### src/rtl/pid_incr_core.sv
// Velocity-form PID stage: one sample per handshake, a single shared 16x18 signed
// multiplier, and six FSM states from accept to output update.
module pid_incr_core #(
    parameter int FRAC = 8
) (
    input  logic               clk,
    input  logic               rst_n,
    input  logic               clr,
    input  logic               sample_valid,
    input  logic signed [15:0] setpoint,
    input  logic signed [15:0] feedback,
    input  logic signed [15:0] kp,
    input  logic signed [15:0] ki,
    input  logic signed [15:0] kd,
    output logic signed [15:0] u_out,
    output logic               out_valid,
    output logic               busy,
    output logic               sat
);

    typedef enum logic [2:0] {
        S_IDLE,
        S_ERR,
        S_MP,
        S_MI,
        S_MD,
        S_UPD
    } state_t;

    state_t state, state_next;

    logic signed [15:0] sp_q, fb_q, kp_q, ki_q, kd_q;
    logic signed [15:0] e0, e1, e2;
    logic signed [16:0] d1;
    logic signed [17:0] d2;
    logic signed [35:0] acc;

    logic        [16:0] err_diff;
    logic signed [15:0] e0_next;
    logic signed [16:0] d1_next;
    logic signed [17:0] d2_next;
    logic signed [15:0] mul_a;
    logic signed [17:0] mul_b;
    logic signed [33:0] mul_a_x, mul_b_x, product;
    logic signed [35:0] prod_ext;
    logic signed [35:0] du;
    logic signed [39:0] u_sum;
    logic               clip_hi, clip_lo;

    always_ff @(posedge clk or negedge rst_n) begin
        if (!rst_n) begin
            state <= S_IDLE;
        end else begin
            // NOTE: every clocked assignment is non-blocking so all registers see pre-edge values.
            state <= state_next;
        end
    end

    always_comb begin
        // NOTE: default first, otherwise an unlisted path would infer a latch.
        state_next = state;
        if (clr) begin
            state_next = S_IDLE;
        end else begin
            unique case (state)
                S_IDLE:  if (sample_valid) state_next = S_ERR;
                S_ERR:   state_next = S_MP;
                S_MP:    state_next = S_MI;
                S_MI:    state_next = S_MD;
                S_MD:    state_next = S_UPD;
                S_UPD:   state_next = S_IDLE;
                default: state_next = S_IDLE;
            endcase
        end
    end

    // Error is formed at 17 bits and clipped back to the 16-bit range.
    always_comb begin
        err_diff = {sp_q[15], sp_q} - {fb_q[15], fb_q};
        if (err_diff[16] != err_diff[15]) begin
            e0_next = err_diff[16] ? 16'sh8000 : 16'sh7fff;
        end else begin
            e0_next = err_diff[15:0];
        end
        d1_next = {e0_next[15], e0_next} - {e1[15], e1};
        d2_next = {{2{e0_next[15]}}, e0_next} - {e1[15], e1, 1'b0} + {{2{e2[15]}}, e2};
    end

    always_comb begin
        mul_a = '0;
        mul_b = '0;
        unique case (state)
            S_MP: begin
                mul_a = kp_q;
                mul_b = {d1[16], d1};
            end
            S_MI: begin
                mul_a = ki_q;
                mul_b = {{2{e0[15]}}, e0};
            end
            S_MD: begin
                mul_a = kd_q;
                mul_b = d2;
            end
            default: ;
        endcase
    end

    assign mul_a_x  = 34'(mul_a);
    assign mul_b_x  = 34'(mul_b);
    assign product  = mul_a_x * mul_b_x;
    assign prod_ext = {{2{product[33]}}, product};

    assign du      = acc >>> FRAC;
    assign u_sum   = {{24{u_out[15]}}, u_out} + {{4{du[35]}}, du};
    assign clip_hi = u_sum > 40'sd32767;
    assign clip_lo = u_sum < -40'sd32768;

    always_ff @(posedge clk or negedge rst_n) begin
        if (!rst_n) begin
            // NOTE: sample/gain captures are reset too so no X can reach the multiplier.
            sp_q      <= '0;
            fb_q      <= '0;
            kp_q      <= '0;
            ki_q      <= '0;
            kd_q      <= '0;
            e0        <= '0;
            e1        <= '0;
            e2        <= '0;
            d1        <= '0;
            d2        <= '0;
            acc       <= '0;
            u_out     <= '0;
            sat       <= 1'b0;
            out_valid <= 1'b0;
        end else if (clr) begin
            e1        <= '0;
            e2        <= '0;
            acc       <= '0;
            u_out     <= '0;
            sat       <= 1'b0;
            out_valid <= 1'b0;
        end else begin
            out_valid <= 1'b0;
            unique case (state)
                S_IDLE: begin
                    if (sample_valid) begin
                        sp_q <= setpoint;
                        fb_q <= feedback;
                        kp_q <= kp;
                        ki_q <= ki;
                        kd_q <= kd;
                    end
                end
                S_ERR: begin
                    e0 <= e0_next;
                    d1 <= d1_next;
                    d2 <= d2_next;
                end
                S_MP: acc <= prod_ext;
                S_MI: acc <= acc + prod_ext;
                S_MD: acc <= acc + prod_ext;
                S_UPD: begin
                    if (clip_hi) begin
                        u_out <= 16'sh7fff;
                    end else if (clip_lo) begin
                        u_out <= 16'sh8000;
                    end else begin
                        u_out <= u_sum[15:0];
                    end
                    sat       <= clip_hi | clip_lo;
                    out_valid <= 1'b1;
                    e2        <= e1;
                    e1        <= e0;
                end
                default: ;
            endcase
        end
    end

    assign busy = (state != S_IDLE);

endmodule

### config.mk
export PLATFORM = sky130hd
export DESIGN_NAME = pid_incr_core
export DESIGN_NICKNAME = d
export VERILOG_FILES = /design/src/rtl/pid_incr_core.sv
export SDC_FILE = /design/constraint.sdc
export NUM_CORES = 1
export LEC_CHECK = 0
export BUFFER_PORTS_ARGS = -buffer_cell sky130_fd_sc_hd__buf_2
export CORE_AREA = 5 5 214 216
export CTS_BUF_LIST = sky130_fd_sc_hd__clkbuf_2
export CTS_CLUSTER_DIAMETER = 200
export CTS_CLUSTER_SIZE = 25
export DETAILED_ROUTE_END_ITERATION = 12
export DIE_AREA = 0 0 219 221
export GPL_TIMING_DRIVEN = 1
export PLACE_DENSITY = 0.83
export SETUP_SLACK_MARGIN = 0.5
export SYNTH_ARGS = -nofsm -noshare
export SYNTH_HDL_FRONTEND = slang
export SYNTH_SLANG_ARGS = --single-unit
### constraint.sdc
create_clock -name clk -period 9.4 [get_ports clk]
set_input_delay 0 -clock clk [delete_from_list [all_inputs] [get_ports clk]]
set_output_delay 0 -clock clk [all_outputs]
set_load 0.02 [all_outputs]
Yosys cells after proc, flatten, opt, wreduce, memory -nomap -nowiden:

Cells that the tools add are included.

* reductions and logical operators: 7
* multipliers: 1
* equality and inequality tests: 7
* add/sub/neg operators: 6
* bitwise logic cells: 2
* muxes and demuxes: 21
* order comparisons: 2

Operators by type and width (number)
* 2-to-1 mux 16 bit: 10
* case mux 36 bit (2 select lines): 1
* case mux 18 bit (3 select lines): 1
* case mux 16 bit (3 select lines): 1
* adder 36 x 34 -> 36 bit: 1
* 2-to-1 mux 36 bit: 1
* multiplier 16 x 18 -> 34 bit: 1
* subtractor 16 x 16 -> 17 bit: 2
* adder 16 x 28 -> 29 bit: 1
* greater-than comparator 29 x 16 -> 1 bit (second input constant): 1
* less-than comparator 29 x 16 -> 1 bit (second input constant): 1
* adder 18 bit: 1
* subtractor 16 x 17 -> 18 bit: 1
* case mux 3 bit (5 select lines): 1
* equality test 3 x 2 -> 1 bit (second input constant): 2
* equality test 3 bit (second input constant): 2
* 2-to-1 mux 3 bit: 2
* nonzero test 3 bit: 2
* 2-to-1 mux 1 bit: 4
* equality test 3 x 1 -> 1 bit (second input constant): 1
* logical NOT 3 bit: 1
* != test 3 bit (second input constant): 1
* AND reduction 3 bit: 1
* AND reduction 2 bit: 1
* other kinds (5): 5

* output and inout bits: 19
* input bits: 84
* flip-flop bits (word level): 220
* logic and storage cells: 61

Longest topological paths before layout:

* word-level depth: 6
* mapped depth: 41
* depth with buffers taken out: 38

Least setup slack after synthesis:

OpenSTA, ideal clock, no wires.

* path kind: register to register
* start: register state[1]
* end: register acc[28]
* buffers on the path: 4
* library setup time: 0.126 ns
* clock period less this slack: 9.341 ns
* data required time: 9.274 ns
* path slack: 0.059 ns
* arrival: 9.215 ns
* cell stages (with the launch flop): 41
* cells stage by stage: dfrtp_1 > nor2b_1 > clkbuf_1 > and2_1 > clkbuf_1 > clkbuf_1 > buf_1 > a21o_1 > nand2_1 > fa_1 > inv_1 > fa_1 > inv_1 > fa_1 > inv_1 > fa_1 > fa_1 > inv_1 > (+5 left out) > a211oi_1 > nand2_1 > a21o_1 > a21o_1 > a21o_1 > a21o_1 > a41o_1 > nor2_1 > ha_1 > nand4_1 > nor2_1 > a211oi_1 > a211oi_1 > or3_1 > a21oi_1 > xor2_1 > nor2_1 > a221o_1

* cells in the longest elaborated chain, start to end: 6
* elaborated cells between the ends (all ways): 11
* those cells by class: add/sub (1); mul (1); eq/ne (3); mux (4); reduce/logical (2)

Ends and longest elaborated chain
* start, declared: RTL line 30 `state_t state, state_next;`
* start signal, assigned: RTL line 55 `state <= state_next;`
* equality test 3 bit / equality test 3 x 2 -> 1 bit (equally long branches): RTL line 92, 145
* case mux 16 bit (3 select lines) / case mux 18 bit (3 select lines) (equally long branches): RTL line 92 `unique case (state)`
* multiplier 16 x 18 -> 34 bit: RTL line 111 `assign product = mul_a_x * mul_b_x;`
* adder 36 x 34 -> 36 bit: RTL line 161, 162
* case mux 36 bit (2 select lines): RTL line 145 `unique case (state)`
* 2-to-1 mux 36 bit: RTL line 136 `end else if (clr) begin`
* end signal, assigned: RTL line 160 `S_MP: acc <= prod_ext;`
* end signal, assigned: RTL line 161 `S_MI: acc <= acc + prod_ext;`
* end signal, assigned: RTL line 162 `S_MD: acc <= acc + prod_ext;`
* end, declared: RTL line 36 `logic signed [35:0] acc;`

Parallel ways exist; a longest one is shown, timed or not.
A chain may end at the register's enable or synchronous reset.

Worst setup path in the final report:

* start: register state[1]
* end: register acc[33]

Same word-level chain as after synthesis.

==> flow_summary.yaml <==
floorplanning:
  start_util: 0.581
  die_height_um: 221
  core_area_mm2: 0.0437
  num_rows: 77
  die_w_um: 219
  top_level_ports: 103
  die-area_mm2: 0.0484
place:
  dp_worst_setup_slack_ns: -0.165
  place_area_mm2: 0.0277
  dp_cells: 3525
  routabilityCongestion: 1.05
  dpl.hpwl_mm: 59.4
  io_buffers: 102
power_and_ir_drop:
  p_leak_nw: 15.6
  power.density_mw_per_mm2: 231
  total_power_mw: 7.42
  peakVddDrop_mv: 0.534
layout:
  nets: 3858
  final_core_util: 0.734
  n_fill_cell: 3009
  final-seq-area_mm2: 0.00551
  area_growth_pct: 26.4
  drive_above_1_share: 0.226
  fin_cells: 3860
  fin_area_mm2: 0.0321
  multi_input_area_mm2: 0.0191
drt:
  routedWlPerCell_um: 22.8
  totalWireLength_mm: 88.0
  via_count: 23600
  ant_nets: 0
  dr.pass1.iters: 6
  drtIter0Drc: 2468
  route.detailed.drc: 0
  via_per_inst: 6.12
job:
  maxCapViolCount: 0
clock_tree:
  clkTransAtPathRegs_ns: 0.62
  insertion_delay_ns: 1.11
  cts_made_buffers: 12
  root_buffer: "clkbuf_2"
  htreeDepth: 1
  clock-sinks: 220
  cts_tree: "built"
  clk_path_buf_depth: 3
setup_path:
  crit_family: "adder cells"
  worst-endpoint-arrival_ns: 10.08
  startpoint_type: "flop"
  cp_max_fo: 6
  timing.critical_path.slowest_cell_delay_ns: 0.59
  r2r_slack_ns: 0.20
  r2r-start: "state[1]"
  path_class: "reg2reg"
  endpoint_kind: "flop"
  slowest_stage: "fa_2"
  path_buf_inv: 11
  cp-startpoint: "state[1]"
  crit_required_ns: 10.28
min_path:
  hold_start: "ki[10]"
  hold_path.class: "in2reg"
synth:
  synth_xor_area_frac: 0.0393
  syn_area_per_cell_um2: 9.19
  synth_cells: 2765
  yosys.cell_types.count: 74
  synth_edf_count: 0
  synth_simple_gate_area_frac: 0.121
  synth_fa_ha_area_frac: 0.343
  synthFlopType: "dfrtp_1"
  netlist_area_mm2: 0.0254
  syn_nets: 3359
  synth_compound_area_frac: 0.157
  ys_async_sr_fraction: 1.00
  synth_mux_area_frac: 0.0450
  synth-seq-area-share: 0.217
  synth-seq-cells: 220
  synth_top_family_by_area: "adder cells"
  yosys_warnings: 0
sta:
  skew_ns: 0.236
  hold_slack_ns: 0.144
  hold_viol: 0
  grt_setup_unrepaired: "yes"
  maxSlewHeadroom: 0.174
  fmax_ghz: 0.109
  post-route-period-util: 0.979
  post-route-min-period_ns: 9.20
  timing.setup.tns_ns: 0
  setup_viol: 0
  drv_slew: 0
  worstMarginPinSlew_ns: 1.24
  worst_slack_ns: 0.202
global_routing:
  grt_max_degree: 108
  track_usage: 0.349
  grt_pass1_wl_mm: 134
  antenna_found_initial: 3
  grt_pass1_vias: 24700
  grt_overflow: 0
status:
  outcome: "completed"
==> worst paths after layout <==
kind	depth (start not counted)	end
worst max-delay path	40	acc[33]
max in group asynchronous	6	acc[9]
worst min register to register	2	d1[11]
worst min-delay path	4	ki_q[10]
worst max register to register	40	acc[33]
min in group asynchronous	5	kd_q[10]
==> per-layer routing <==
layer	wire [um]	GRT usage	share of wire	up-vias
met5	14	0	0.00016	-
met4	6510	0.184	0.074	2
met3	6930	0.0603	0.079	477
met2	42700	0.587	0.49	1391
met1	31800	0.432	0.36	11600
li1	-	-	-	10100
==> worst min-delay path: stages <==
cell and delay [ns]:
dlygate4sd3_1 0.52, buf_2 0.09, dlygate4sd3_1 0.53, mux2_2 0.14
==> layout by cell type (no fill, tap or decap), types with 12 or more instances in the layout <==
cell           instances
nor2b_1               17
fa_2                  22
nor2_2                28
buf_12                18
a21oi_1               98
a22oi_2               16
a21oi_2               22
o31ai_1               20
inv_1                413
xor2_1                40
ha_1                 177
a22oi_1               21
buf_4                218
dlygate4sd3_1        203
a21oi_4               15
ha_4                  18
nor2_1               222
a22o_1                25
and3_1                12
o21ai_1               17
nor3_1                32
nand2b_1              27
o21ai_0              114
a221o_1               24
buf_6                 29
a21o_1                78
o21bai_1              14
dfrtp_1              219
fa_1                 288
and2_1                17
clkbuf_2              14
nand3_1               21
xnor2_1               70
nand2_1              242
inv_2                 21
o21a_1                18
mux2_2                96
buf_2                101
==> cell usage after synthesis (5+ instances only) <==
master    instances  area [um2]
xor2_1           41         359
nor2b_1          21         131
nor3_1           34         170
a31o_2            5        43.8
o31ai_1          21         158
and3_1           15        93.8
a22o_1           25         219
dfrtp_1         220        5510
o21ai_1          13        65.1
or2_2             8        50.1
nor3b_1           5        37.5
a221o_1          24         240
a21o_1           92         691
clkbuf_1         75         282
o21ai_0         127         636
nand4_1          11        68.8
nor2_1          259         972
fa_1            310        6210
o21a_1           18         135
nand3_1          25         125
inv_1           434        1630
and2_1           20         125
buf_1            11        41.3
o21bai_1         14         105
nand2_1         251         942
a22oi_1          37         278
xnor2_1          73         639
a21oi_1         135         676
ha_1            200        2500
or3_1             9        56.3
mux2_2           97        1090
a211oi_1         15         113
mux2i_1           5        50.1
a31oi_1           6        37.5
nand2b_1         28         175
a211o_1           8        70.1
==> area by class of cell <==
| type | count | share of cell area |
|---|---|---|
| Clock inverter | 2 | 0.00187 |
| Clock buffer | 14 | 0.00218 |
| Sequential cell | 220 | 0.171 |
| Inverter | 435 | 0.0509 |
| Multi-Input combinational cell | 2021 | 0.595 |
| Antenna cell | 2 | 0.000156 |
| Tap cell | 592 | 0.0231 |
| Timing Repair Buffer | 574 | 0.155 |
==> flip-flops by register name, summed over array words and instances (netlist names) <==
signal,count
e1,16
d2,18
u_out,16
sat,1
out_valid,1
state,3
kd_q,16
fb_q,16
sp_q,16
ki_q,16
e0,16
acc,36
e2,16
kp_q,16
d1,17
==> cells by family after synthesis <==
kind of cell | Yosys count
AND/OR/NAND/NOR | 702
XOR/XNOR | 114
buffers and inverters | 524
adder cells (fa/ha/maj) | 510
AO/OA/AOI/OAI | 593
multiplexers | 102
flip-flops | 220
==> repair_timing <==
item	CTS	global route
hold buffers	204	0
hold endpoints to repair	324	0
setup endpoints to repair	16	19
pin swaps	37	157
gates cloned	2	0
buffers inserted	62	49
resized for setup	130	186
==> where the power goes <==
group	switching (mW)	internal (mW)	total, mW
sequential	0.244	1.16	1.40
clock	0.340	0.0944	0.435
combinational	3.27	2.31	5.59
total	3.86	3.57	7.42
Power figures use the tool's default switching activity.
